**src/rtl/hazard_pkg.sv**
```systemverilog
// hazard_pkg: shared types and widths for the pipeline hazard controller.
// Holds the FSM state encoding, counter widths and a saturating helper.
package hazard_pkg;

  localparam int STATE_W     = 2;
  localparam int FLUSH_CNT_W = 4;
  localparam int WAIT_CNT_W  = 16;
  localparam int PERF_CNT_W  = 32;

  typedef enum logic [STATE_W-1:0] {
    ST_RUN      = 2'd0,
    ST_FLUSH    = 2'd1,
    ST_MEM_WAIT = 2'd2
  } hz_state_e;

  // Increment that sticks at all-ones instead of wrapping.
  function automatic logic [PERF_CNT_W-1:0] sat_inc(
    input logic [PERF_CNT_W-1:0] v
  );
    return (&v) ? v : v + 1'b1;
  endfunction

endpackage

```
**src/rtl/hazard_detect.sv**
```systemverilog
// hazard_detect: pure combinational load-use compare between ID and EX.
// Register 0 is hard-wired zero and never produces a hazard.
module hazard_detect #(
  parameter int REG_ADDR_W = 5
) (
  input  logic [REG_ADDR_W-1:0] id_src1,
  input  logic [REG_ADDR_W-1:0] id_src2,
  input  logic                  id_use_src1,
  input  logic                  id_use_src2,
  input  logic [REG_ADDR_W-1:0] ex_alu_dest,
  input  logic                  ex_reg_write_enable,
  input  logic                  ex_mem_rd,
  output logic                  load_use
);

  logic hit1;
  logic hit2;
  logic dest_nz;

  // Match each used ID source against a pending load destination.
  always_comb begin
    hit1     = id_use_src1 && (id_src1 == ex_alu_dest);
    hit2     = id_use_src2 && (id_src2 == ex_alu_dest);
    dest_nz  = |ex_alu_dest;
    load_use = ex_mem_rd && ex_reg_write_enable
               && dest_nz && (hit1 || hit2);
  end

endmodule

```
**src/rtl/pipeline_hazard_ctrl.sv**
```systemverilog
// pipeline_hazard_ctrl: stall/flush controller for the 5-stage pipeline.
// Optional perf counters are built when HAZARD_PERF_EN is defined.
module pipeline_hazard_ctrl
  import hazard_pkg::*;
#(
  parameter int REG_ADDR_W   = 5,
  parameter int FLUSH_CYCLES = 1,
  parameter int MEM_TIMEOUT  = 64
) (
  input  logic                  clk,
  input  logic                  rst,
  input  logic [REG_ADDR_W-1:0] id_src1,
  input  logic [REG_ADDR_W-1:0] id_src2,
  input  logic                  id_use_src1,
  input  logic                  id_use_src2,
  input  logic [REG_ADDR_W-1:0] ex_alu_dest,
  input  logic                  ex_reg_write_enable,
  input  logic                  ex_mem_rd,
  input  logic                  ex_load_pc,
  input  logic                  mem_req,
  input  logic                  mem_ready,
  output logic                  pipe_stall,
  output logic                  pc_stall,
  output logic                  ifid_flush,
  output logic                  idex_flush,
  output logic                  mem_timeout_err,
  output logic [STATE_W-1:0]    hazard_state
`ifdef HAZARD_PERF_EN
  ,
  input  logic                  perf_clr,
  output logic [PERF_CNT_W-1:0] stall_cycle_cnt,
  output logic [PERF_CNT_W-1:0] flush_cycle_cnt
`endif
);

  localparam logic FLUSH_MULTI = (FLUSH_CYCLES > 1);
  localparam logic [FLUSH_CNT_W-1:0] FLUSH_INIT =
    FLUSH_CNT_W'(FLUSH_CYCLES - 1);
  localparam logic [WAIT_CNT_W-1:0] WAIT_MAX =
    WAIT_CNT_W'(MEM_TIMEOUT);

  hz_state_e               state_q, state_d;
  logic [FLUSH_CNT_W-1:0]  flush_cnt_q, flush_cnt_d;
  logic [WAIT_CNT_W-1:0]   wait_cnt_q, wait_cnt_d;
  logic                    err_q, err_d;

  logic load_use;
  logic mem_busy;
  logic pipe_stall_c;
  logic pc_stall_c;
  logic ifid_c;
  logic idex_c;

  hazard_detect #(
    .REG_ADDR_W(REG_ADDR_W)
  ) u_detect (
    .id_src1             (id_src1),
    .id_src2             (id_src2),
    .id_use_src1         (id_use_src1),
    .id_use_src2         (id_use_src2),
    .ex_alu_dest         (ex_alu_dest),
    .ex_reg_write_enable (ex_reg_write_enable),
    .ex_mem_rd           (ex_mem_rd),
    .load_use            (load_use)
  );

  assign mem_busy = mem_req && !mem_ready;

  // Next-state and same-cycle stall/flush decisions.
  always_comb begin
    state_d      = state_q;
    flush_cnt_d  = flush_cnt_q;
    wait_cnt_d   = wait_cnt_q;
    err_d        = err_q;
    pipe_stall_c = 1'b0;
    pc_stall_c   = 1'b0;
    ifid_c       = 1'b0;
    idex_c       = 1'b0;
    unique case (state_q)
      ST_RUN: begin
        if (mem_busy) begin
          pipe_stall_c = 1'b1;
          state_d      = ST_MEM_WAIT;
          wait_cnt_d   = WAIT_CNT_W'(1);
        end else if (ex_load_pc) begin
          ifid_c = 1'b1;
          idex_c = 1'b1;
          if (FLUSH_MULTI) begin
            state_d     = ST_FLUSH;
            flush_cnt_d = FLUSH_INIT;
          end
        end else if (load_use) begin
          pc_stall_c = 1'b1;
          idex_c     = 1'b1;
        end
      end
      ST_FLUSH: begin
        if (mem_busy) begin
          pipe_stall_c = 1'b1;
          state_d      = ST_MEM_WAIT;
          wait_cnt_d   = WAIT_CNT_W'(1);
          flush_cnt_d  = '0;
        end else begin
          ifid_c = 1'b1;
          idex_c = 1'b1;
          if (flush_cnt_q <= FLUSH_CNT_W'(1)) begin
            state_d     = ST_RUN;
            flush_cnt_d = '0;
          end else begin
            flush_cnt_d = flush_cnt_q - 1'b1;
          end
        end
      end
      ST_MEM_WAIT: begin
        if (mem_busy) begin
          pipe_stall_c = 1'b1;
          if (wait_cnt_q != WAIT_MAX) begin
            wait_cnt_d = wait_cnt_q + 1'b1;
          end
          if (wait_cnt_d == WAIT_MAX) begin
            err_d = 1'b1;
          end
        end else begin
          state_d    = ST_RUN;
          wait_cnt_d = '0;
        end
      end
      default: begin
        state_d     = ST_RUN;
        flush_cnt_d = '0;
        wait_cnt_d  = '0;
      end
    endcase
    pc_stall_c = pc_stall_c || pipe_stall_c;
  end

  // FSM state and counter registers.
  always_ff @(posedge clk or posedge rst) begin
    if (rst) begin
      state_q     <= ST_RUN;
      flush_cnt_q <= '0;
      wait_cnt_q  <= '0;
      err_q       <= 1'b0;
    end else begin
      state_q     <= state_d;
      flush_cnt_q <= flush_cnt_d;
      wait_cnt_q  <= wait_cnt_d;
      err_q       <= err_d;
    end
  end

  assign pipe_stall      = !rst && pipe_stall_c;
  assign pc_stall        = !rst && pc_stall_c;
  assign ifid_flush      = rst || ifid_c;
  assign idex_flush      = rst || idex_c;
  assign mem_timeout_err = err_q;
  assign hazard_state    = state_q;

`ifdef HAZARD_PERF_EN
  logic [PERF_CNT_W-1:0] stall_cnt_q, stall_cnt_d;
  logic [PERF_CNT_W-1:0] flush_cnt_perf_q, flush_cnt_perf_d;

  // Saturating cycle counters; a clear wins over a count.
  always_comb begin
    stall_cnt_d      = stall_cnt_q;
    flush_cnt_perf_d = flush_cnt_perf_q;
    if (perf_clr) begin
      stall_cnt_d      = '0;
      flush_cnt_perf_d = '0;
    end else begin
      if (pc_stall_c) stall_cnt_d = sat_inc(stall_cnt_q);
      if (idex_c) flush_cnt_perf_d = sat_inc(flush_cnt_perf_q);
    end
  end

  // Perf counter registers.
  always_ff @(posedge clk or posedge rst) begin
    if (rst) begin
      stall_cnt_q      <= '0;
      flush_cnt_perf_q <= '0;
    end else begin
      stall_cnt_q      <= stall_cnt_d;
      flush_cnt_perf_q <= flush_cnt_perf_d;
    end
  end

  assign stall_cycle_cnt = stall_cnt_q;
  assign flush_cycle_cnt = flush_cnt_perf_q;
`endif

endmodule
```
**config.mk**
```make
export PLATFORM = sky130hd
export DESIGN_NAME = pipeline_hazard_ctrl
export DESIGN_NICKNAME = d
export VERILOG_FILES = /design/src/rtl/hazard_pkg.sv /design/src/rtl/hazard_detect.sv /design/src/rtl/pipeline_hazard_ctrl.sv
export SDC_FILE = /design/constraint.sdc
export NUM_CORES = 1
export LEC_CHECK = 0
export CORE_AREA = 2 2 57 59
export CTS_CLUSTER_DIAMETER = 60
export DETAILED_ROUTE_END_ITERATION = 8
export DIE_AREA = 0 0 59 61
export GPL_TIMING_DRIVEN = 0
export HOLD_SLACK_MARGIN = 0.03
export PLACE_DENSITY = 0.73
export SETUP_SLACK_MARGIN = 0.05
export SYNTH_ARGS = -nofsm -noshare
export SYNTH_HDL_FRONTEND = slang
export SYNTH_SLANG_ARGS = --single-unit
```
**constraint.sdc**
```tcl
create_clock -name clk -period 2.7 [get_ports clk]
set_input_delay 0.675 -clock clk [delete_from_list [all_inputs] [get_ports clk]]
set_output_delay 0.675 -clock clk [all_outputs]
set_load 0.005 [all_outputs]
```
==> flow_metrics.py <==
metrics = {
    "logic_synthesis": {
        "synth_top_cell_by_area": "dfrtp_1",
        "yosysWarnings": 0,
        "yosysTopAreaCellShare": 0.3141,
        "synth_commonest_cells": "18 x dfrtp_1, 18 x nand2_1, 17 x o21ai_0",
        "ys_types": 41,
        "netlist_area_mm2": 0.001434,
        "synthArstFlopShare": 1.000,
        "ys_seq_area_frac": 0.3141,
        "synth_edf_count": 0,
        "yosys_register_bits": 18,
        "syn_avg_cell_area_um2": 8.288,
        "yosys-top-cells-area": "dfrtp_1 31%, xor2_1 7.9%, o21ai_0 5.9%",
        "dominantRegCellSynth": "dfrtp_1",
        "synthCells": 173,
        "syn_nets": 201,
    },
    "detailed_routing": {
        "via_per_inst": 5.813,
        "antenna_left": 0,
        "dr.pass1.iters": 4,
        "drt-total-wl_um": 3922,
        "routedWlPerCell_um": 16.34,
        "drt-initial-drc-count": 65,
        "vias": 1395,
        "route.detailed.drc": 0,
    },
    "timing": {
        "grt_setup_unrepaired": "true",
        "post-route-period-util": 0.9509,
        "clock_skew_ns": 0.005231,
        "worst_slew_pin_slew_ns": 0.5372,
        "layout_min_cycle_time_ns": 2.567,
        "fmax_mhz": 389.5,
        "setup_ws_ns": 0.1326,
        "fin_setup_tns_ns": 0,
        "slew_headroom": 0.6399,
        "hold_viol": 0,
        "timing.final.max_slew_violations": 0,
        "setup_viol": 0,
    },
    "worst_setup_path": {
        "r2r_start": "hazard_state[1]",
        "critPathCaptureType": "primary output",
        "reg2reg_slack_ns": 0.47,
        "worstSetupPathType": "input pin to primary output",
        "rr_worst_depth": 6,
        "crit_start": "ex_alu_dest[3]",
        "worstPathRequired_ns": 2.03,
        "cp.arrival_ns": 1.89,
        "regToRegEndpoint": "wait_cnt_q[6]",
        "startpoint_type": "input pin",
        "cp_max_fo": 3,
    },
    "die": {
        "coreArea_mm2": 0.002953,
        "initial_utilization": 0.4856,
        "pin_count": 31,
        "fp-row-count": 20,
        "die_y_um": 61,
        "die_w_um": 59,
        "die_area_mm2": 0.003599,
    },
    "final_layout": {
        "fin_cells": 240,
        "utilization": 0.6178,
        "diodes": 0,
        "area_delta_synth_final_pct": 27.23,
        "num-fill-cells": 268,
        "drive_gt1_frac": 0.1932,
        "nNetsFinal": 236,
    },
    "power": {
        "p_sw_frac": 0.3740,
        "power.internal_mw": 0.4932,
        "power_frac_seq": 0.416,
        "clkPwrFrac": 0.225,
        "p_comb_frac": 0.360,
        "p_switching_mw": 0.2947,
        "p_leak_nw": 0.8083,
        "powerDensity_mw_per_mm2": 431.9,
        "ir_drop_v": 0.0002327,
    },
    "clock_network": {
        "clock_latency_ns": 0.31,
        "htreeDepth": 1,
        "tritoncts": "built",
        "clk_path_buf_depth": 2,
        "cts_buffers": 3,
        "clock_sinks": 18,
        "clkTransAtPathRegs_ns": 0.11,
        "clock-root-buffer": "clkbuf_4",
    },
    "global_routing": {
        "grtUsageTotal": 0.2383,
        "grt_pass1_wl_um": 6423,
        "grt_max_degree": 19,
        "grt_pass1_vias": 1341,
        "grt-ovfl-total": 0,
        "antenna_found_initial": 0,
    },
    "run_status": {
        "status": "complete, no violations",
    },
    "placement": {
        "dpl.cell_count": 235,
        "gp_congestion": 0.8643,
        "portBuffers": 29,
        "dpl.hpwl_um": 2811,
        "place_ws_ns": -0.6328,
    },
    "flow_run": {
        "cap_violations": 0,
    },
    "min_path": {
        "worstHoldPathCells": 2,
        "hold_path.class": "flop to flop",
        "hold_path.startpoint": "mem_timeout_err",
        "hold_path_end": "mem_timeout_err",
    },
}
[flip-flops by register name, summed over array words and instances, names as in the netlist]
register         flops
wait_cnt_q          16
hazard_state         1
mem_timeout_err      1
[placed cells by master (no fill, tap or decap), types with 5 or more instances in the layout]
| cell | instances |
|---|---|
| inv_1 | 5 |
| nor3_1 | 7 |
| xor2_1 | 12 |
| o21ai_0 | 17 |
| dlygate4sd2_1 | 6 |
| nand3_1 | 6 |
| buf_2 | 5 |
| clkbuf_2 | 6 |
| xnor2_1 | 7 |
| nor2_1 | 15 |
| nand2_1 | 18 |
| and3_1 | 6 |
| clkdlybuf4s50_1 | 11 |
| dfrtp_1 | 18 |
[per-stage QoR]
step	power (mW)	area [µm²]	hold WS, ns
final	0.7878	1824	0.4927
after global routing	0.8458	1824	0.5189
after CTS	0.7848	1812	0.4988
after detailed placement	0.6057	1765	0.4697
after global placement	0.5938	1765	0.4491
after floorplan	0.4793	1434	0.4562
[cell families after synthesis]
logic type,Yosys count,synth area share
flip-flops,18,0.3141
AND/OR/NAND/NOR,77,0.3098
AO/OA/AOI/OAI,36,0.1614
XOR/XNOR,20,0.1222
other,1,0.002615
buffers and inverters,16,0.04712
adder cells (fa/ha/maj),4,0.03491
multiplexers,1,0.007853
[power groups by stage]
stage	Clock [mW]	Sequential, mW	Combinational, mW
detailed placement	0	0.330	0.275
global placement	0	0.329	0.265
finish	0.177	0.328	0.283
global route	0.195	0.331	0.320
CTS	0.185	0.326	0.274
floorplan	0	0.324	0.156
[cell type report]
class / count / area [µm²] / share of cell area
Buffer: 8 / 41.29 / 0.02263
Sequential cell: 18 / 450.4 / 0.2469
Multi-Input combinational cell: 139 / 963.4 / 0.5281
Timing Repair Buffer: 31 / 261.5 / 0.1433
Inverter: 7 / 30.03 / 0.01646
Clock buffer: 4 / 36.28 / 0.01989
Tap cell: 33 / 41.29 / 0.02263
[worst max-delay path, cell delays in order]
cell,delay [ns]
buf_2,0.13
xor2_1,0.16
nor4_2,0.25
and3_1,0.21
buf_4,0.11
o2111ai_2,0.09
a21oi_1,0.14
buf_2,0.12
[repair_timing]
action / 4_1_cts / 5_1_grt
setup buffers: 2 / 0
endpoints found under the setup margin: 14 / 8
hold buffers: 0 / 0
pin swaps: 5 / 12
resized for setup: 37 / 25
[worst max-delay path by stage]
stage,endpoint,slack [ns],cells after the start
global placement,pc_stall,-0.61,7
detailed placement,pc_stall,-0.63,7
global route,pc_stall,-0.02,8
finish,pc_stall,0.13,8
floorplan,wait_cnt_q[6],0.43,7
CTS,pc_stall,-0.02,8
[layer usage]
layer  up-vias  wire (µm)  track usage
li1        683          -            -
met1       660       1633       0.3211
met2        47       1948       0.3984
met3         5        284      0.02985
met4         0         55      0.07792
met5         -          0            0
Power figures use the tool's default switching activity.
==> edit 1, RTL diff (same settings) <==
The parameter `MEM_TIMEOUT` goes from 64 to 48.
--- a/src/rtl/pipeline_hazard_ctrl.sv
+++ b/src/rtl/pipeline_hazard_ctrl.sv
@@ -5,7 +5,7 @@
 #(
   parameter int REG_ADDR_W   = 5,
   parameter int FLUSH_CYCLES = 1,
-  parameter int MEM_TIMEOUT  = 64
+  parameter int MEM_TIMEOUT  = 48
 ) (
   input  logic                  clk,
   input  logic                  rst,
Formal check against the unedited RTL: same outputs for any inputs over 10 cycles, from zero or initial values and one cycle with rst high; that may be too few to reach the edited logic, so the function may still have changed.
==> edit 1 against the unedited design <==
  * Global-route usage grew 0.21 points
  * Power up 3.5%
  * Worst setup slack got worse by 0.044 ns
  * Synthesized area is 6.8% higher
  * Routed wire length up 1.2%
  * Maximum frequency is 1.7% lower
  * Cell area grew 3.6%
  * Count of clock-buffer cells in the layout stayed put
  * Sequential cell count unchanged
==> edit 1: results (changes against the unedited design) <==
| Metric | Value |
|---|---|
| Status | completed (unchanged) |
| Hpwl dp | 2870 um (was 2810 um) |
| CTS H-tree depth | 1 (unchanged) |
| Initial antenna violation count | 0 (unchanged) |
| Net Count, Synth | 207 (was 201) |
| Met3 wire len | 235 um (was 284 um) |
| GPL Wtd Cong | 0.787 (was 0.864) |
| Max Used Layer | met4 (unchanged) |
| Leakage | 0.849 nW (was 0.808 nW) |
| Top cells by area, synth | dfrtp_1 (29%), xor2_1 (6.3%), o21ai_0 (6.2%) (was dfrtp_1 (31%), xor2_1 (7.9%), o21ai_0 (5.9%)) |
| XOR/XNOR Fraction of Synth Area | 0.103 (was 0.122) |
| CTS buffer count | 3 (unchanged) |
| Largest Register | wait_cnt_q (unchanged) |
| Yosys warning count | 0 (unchanged) |
| Internal reg-to-reg setup slack | 0.44 ns (was 0.47 ns) |
| Iteration-0 DRC Markers | 50 (was 65) |
| Post-synthesis mux area share | 0.0139 (was 0.00785) |
| Peak supply drop | 0.244 mV (was 0.233 mV) |
| NumNets Final | 243 (was 236) |
| Synth unique cells | 51 (was 41) |
| Final wirelength | 3970 um (was 3920 um) |
| Crit Path Max Fanout | 2 (was 3) |
| R2r startpoint | wait_cnt_q[0] (was hazard_state[1]) |
| Remaining antenna violation count | 0 (unchanged) |
| Hold path cells | 1 (was 2) |
| Crit path arrival time | 1.94 ns (was 1.89 ns) |
| Reg2Reg Capture Point | mem_timeout_err (was wait_cnt_q[6]) |
| Seq/Total Area, Yosys | 0.294 (was 0.314) |
| Clk Latency, worst-skew pair | 0.30 ns |
| First-pass GRT wire length | 6440 um (was 6420 um) |
| Post-synthesis compound-gate area fraction | 0.185 (was 0.161) |
| Slowest Stage Delay on Critical Path | 0.29 ns (was 0.25 ns) |
| WL met2 | 1920 um (was 1950 um) |
| Share of cells above drive strength 1 | 0.252 (was 0.193) |
| Hold path start | mem_timeout_err (unchanged) |
| Vias | 1,448 (was 1,395) |
| Slowest CP cell | or2_2 (was nor4_2) |
| Slew @ Worst Pin | 0.579 ns (was 0.537 ns) |
| Asr flop ratio synth | 1.00 (unchanged) |
| Post-Synth Adder-Cell Area | 0.0327 (was 0.0349) |
| CTS root buf | clkbuf_4 (unchanged) |
| Hold EP | mem_timeout_err (unchanged) |
| Layout Skew | 0.00970 ns (was 0.00523 ns) |
| Worst hold path class | flop to flop (unchanged) |
| Place WS | -0.705 ns (was -0.633 ns) |
| Ant. Diodes | 0 (unchanged) |
| Top cells by count, synth | o21ai_0 (19), dfrtp_1 (18), nand2_1 (16) (was dfrtp_1 (18), nand2_1 (18), o21ai_0 (17)) |
| Clock transition at path regs | 0.11 ns (about the same) |
| Clock Path Buffers | 2 (unchanged) |
| M1 WL | 1720 um (was 1630 um) |
| R2R depth | 7 (was 6) |
| GRT Total Usage | 0.240 (was 0.238) |
| 1st-pass router iterations | 4 (unchanged) |
| Max reg flops | 16 (unchanged) |
| Largest net degree at the start of global routing | 19 (unchanged) |
| Port-buffer cells | 29 (unchanged) |
[edit 1: repair_timing]
item / in CTS / in global routing
resized for setup: 36 / 23
pin swaps: 8 / 10
gates cloned: 0 / 0
hold endpoints to repair: 0 / 0
buffers inserted: 4 / 0
setup endpoints to repair: 19 / 12
[edit 1: per-layer routing]
| metal | vias to the layer above | GRT usage |
|---|---|---|
| li1 | 716 | - |
| met1 | 670 | 0.287 |
| met2 | 52 | 0.433 |
| met3 | 10 | 0.0362 |
| met4 | 0 | 0.0974 |
| met5 | - | 0 |
[edit 1: per-stage QoR]
stage	cell area, sq um	total power, mW	hold WS [ns]	instances	utilization
final	1890	0.815	0.493	247	0.640
after global routing	1890	0.865	0.524	247	0.640
after CTS	1930	0.812	0.500	248	0.653
after detailed placement	1860	0.638	0.475	241	0.631
after global placement	1860	0.618	0.451	241	0.631
after floorplan	1530	0.503	0.463	179	-
[edit 1: kinds of logic after synthesis]
kind of cell / Yosys count
simple gates: 73
compound gates: 43
buf+inv: 20
xor+xnor: 18
flops: 18
fa+ha+maj: 4
mux: 2
other cells: 1
[edit 1: worst max path at each step]
stage / cells past startpoint / start / endpoint / slack (ns)
floorplan: 8 / mem_ready / wait_cnt_q[2] / 0.38
global placement: 7 / ex_alu_dest[1] / pc_stall / -0.62
detailed placement: 7 / ex_alu_dest[1] / pc_stall / -0.71
CTS: 8 / id_src1[2] / pc_stall / -0.06
global route: 8 / ex_alu_dest[1] / pc_stall / -0.009
finish: 7 / id_src1[2] / idex_flush / 0.09
[edit 1: report_power, final]
group          leakage, nW  total [mW]  internal, mW  switching [mW]
Sequential           0.247       0.333         0.289          0.0435
Combinational        0.581       0.308         0.138           0.170
Clock               0.0210       0.174        0.0822          0.0922
Total                0.849       0.815         0.509           0.306
[edit 1: final cells by class]
cell class | instances | area [sq um]
plain buffers | 12 | 82.6
clock buffers | 4 | 36.3
fillers | 273 | 1060
inverters | 6 | 26.3
multi-input cells | 141 | 998
flip-flops and latches | 18 | 450
well taps | 33 | 41.3
repair buffers | 33 | 255
[edit 1: worst max-delay path: cells and delay by family]
kind                   cells  cell delay, ns
AO/OA/AOI/OAI              1            0.20
XOR/XNOR                   1            0.16
buffers and inverters      2            0.37
AND/OR/NAND/NOR            3            0.52
==> edit 2, RTL diff (same settings) <==
Without the edit above. Register the output `mem_timeout_err` once more, cleared by the reset; this adds one clock of latency there. The other outputs are not delayed to match.
--- a/src/rtl/pipeline_hazard_ctrl.sv
+++ b/src/rtl/pipeline_hazard_ctrl.sv
@@ -153,7 +153,13 @@
   assign pc_stall        = !rst && pc_stall_c;
   assign ifid_flush      = rst || ifid_c;
   assign idex_flush      = rst || idex_c;
-  assign mem_timeout_err = err_q;
+  always_ff @(posedge clk or posedge rst) begin
+    if (rst) begin
+      mem_timeout_err <= '0;
+    end else begin
+      mem_timeout_err <= err_q;
+    end
+  end
   assign hazard_state    = state_q;
 
 `ifdef HAZARD_PERF_EN
Formal check against the unedited RTL: same outputs for any inputs over 10 cycles, from zero or initial values and one cycle with rst high; that may be too few to reach the edited logic, so the function may still have changed.
==> edit 2 against the unedited design <==
  * Worst setup slack got worse by 0.026 ns
  * Cell area is 1.3% higher
  * Combinational power is 17% higher
  * Synthesized area increased by 3.1%
  * Count of clock-buffer cells in the layout is the same
  * Worst hold slack worse by 0.11 ns
  * Synthesized cell count increased by 4.0%
  * First-iteration DRC count is 1.5% higher
  * Power grew 4.5%
  * Clock power shrank 16%
  * Largest power group unchanged
  * Routed wire length down 0.56%
  * Sequential cell count rose by 1
  * Maximum frequency is 1.0% lower
  * Largest cell class unchanged
==> edit 2: results (changes against the unedited design) <==
| Metric | Value |
|---|---|
| Top cells by area, synth | dfrtp_1 (32%), xor2_1 (5.9%), nor2_1 (5.1%) (was dfrtp_1 (31%), xor2_1 (7.9%), o21ai_0 (5.9%)) |
| Internal reg-to-reg setup slack | 0.17 ns (was 0.47 ns) |
| Iteration-0 DRC Markers | 66 (was 65) |
| Top cells by count, synth | nor2_1 (20), dfrtp_1 (19), nand2_1 (19) (was dfrtp_1 (18), nand2_1 (18), o21ai_0 (17)) |
| Slowest CP cell | clkdlybuf4s50_1 (was nor4_2) |
| Slew HR | 0.611 (was 0.640) |
| Layout Skew | 0.0160 ns (was 0.00523 ns) |
| WL met2 | 1880 um (was 1950 um) |
| Via density | 6.09 (was 5.81) |
| Hold EP | mem_timeout_err (unchanged) |
| Place WS | -0.572 ns (was -0.633 ns) |
| First-pass GRT wire length | 6460 um (was 6420 um) |
| R2R depth | 7 (was 6) |
| Slowest Stage Delay on Critical Path | 0.52 ns (was 0.25 ns) |
| Synth unique cells | 44 (was 41) |
| Status | completed (unchanged) |
| Hpwl dp | 2760 um (was 2810 um) |
| Cell count after synthesis | 180 (was 173) |
| Share of cells above drive strength 1 | 0.192 (was 0.193) |
| Number of global-route vias before repair | 1,495 (was 1,341) |
| Largest net degree at the start of global routing | 11 (was 19) |
| Hold path cells | 0 (was 2) |
| GRT Total Usage | 0.237 (was 0.238) |
| NumNets Final | 243 (was 236) |
| M1 WL | 1610 um (was 1630 um) |
| Leakage | 0.808 nW (about the same) |
| Crit path arrival time | 1.92 ns (was 1.89 ns) |
## edit 2: what timing repair did
| item | 4_1_cts | 5_1_grt |
|---|---|---|
| setup buffers | 1 | 0 |
| endpoints found under the setup margin | 12 | 14 |
| cloned | 1 | 0 |
| resized for setup | 31 | 26 |
| pin swaps | 6 | 9 |
## edit 2: cell families after synthesis
kind of cell	count (synthesis)	share of synthesized area
buf+inv	19	0.0668
fa+ha+maj	4	0.0338
xor+xnor	15	0.0888
mux	3	0.0254
compound gates	42	0.192
other cells	1	0.00254
flops	19	0.321
simple gates	77	0.269
## edit 2: per-layer routing
metal,vias up,global-route usage
li1,715,-
met1,700,0.313
met2,81,0.363
met3,8,0.0405
met4,0,0.143
met5,-,0
## edit 2: how the worst max path moves through the flow
stage | startpoint | end | slack (ns) | cells past startpoint
floorplan | wait_cnt_q[0] | err_q | 0.50 | 7
global placement | ex_alu_dest[0] | pc_stall | -0.57 | 7
detailed placement | ex_alu_dest[0] | pc_stall | -0.57 | 7
CTS | ex_alu_dest[3] | pc_stall | 0.04 | 7
global route | mem_ready | ifid_flush | 0.05 | 7
finish | mem_req | pipe_stall | 0.11 | 4
## edit 2: per-stage QoR
step / total power [mW] / cell area, sq um
3_5_place_dp: 0.660 / 1810
4_1_cts: 0.811 / 1850
2_1_floorplan: 0.533 / 1480
3_3_place_gp: 0.652 / 1810
6_report: 0.824 / 1850
5_1_grt: 0.869 / 1850
## edit 2: worst max-delay path, delay by kind of cell
kind	cells	cell delay (ns)
simple gates	2	0.20
buf+inv	2	1.04
## edit 2: final cells by class
type | count | area (sq um) | share of cell area
Buffer | 11 | 71.3 | 0.0386
Clock buffer | 4 | 26.3 | 0.0142
Inverter | 7 | 35.0 | 0.0190
Multi-Input combinational cell | 142 | 940 | 0.508
Sequential cell | 19 | 475 | 0.257
Tap cell | 33 | 41.3 | 0.0223
Timing Repair Buffer | 30 | 254 | 0.137
Timing Repair inverter | 1 | 5.00 | 0.00271
## edit 2: power by group through the flow
stage	registers (mW)	clock network [mW]	logic, mW
after floorplan	0.339	0	0.194
after global placement	0.347	0	0.305
after detailed placement	0.347	0	0.312
after CTS	0.343	0.154	0.315
after global routing	0.349	0.160	0.359
final	0.344	0.149	0.330
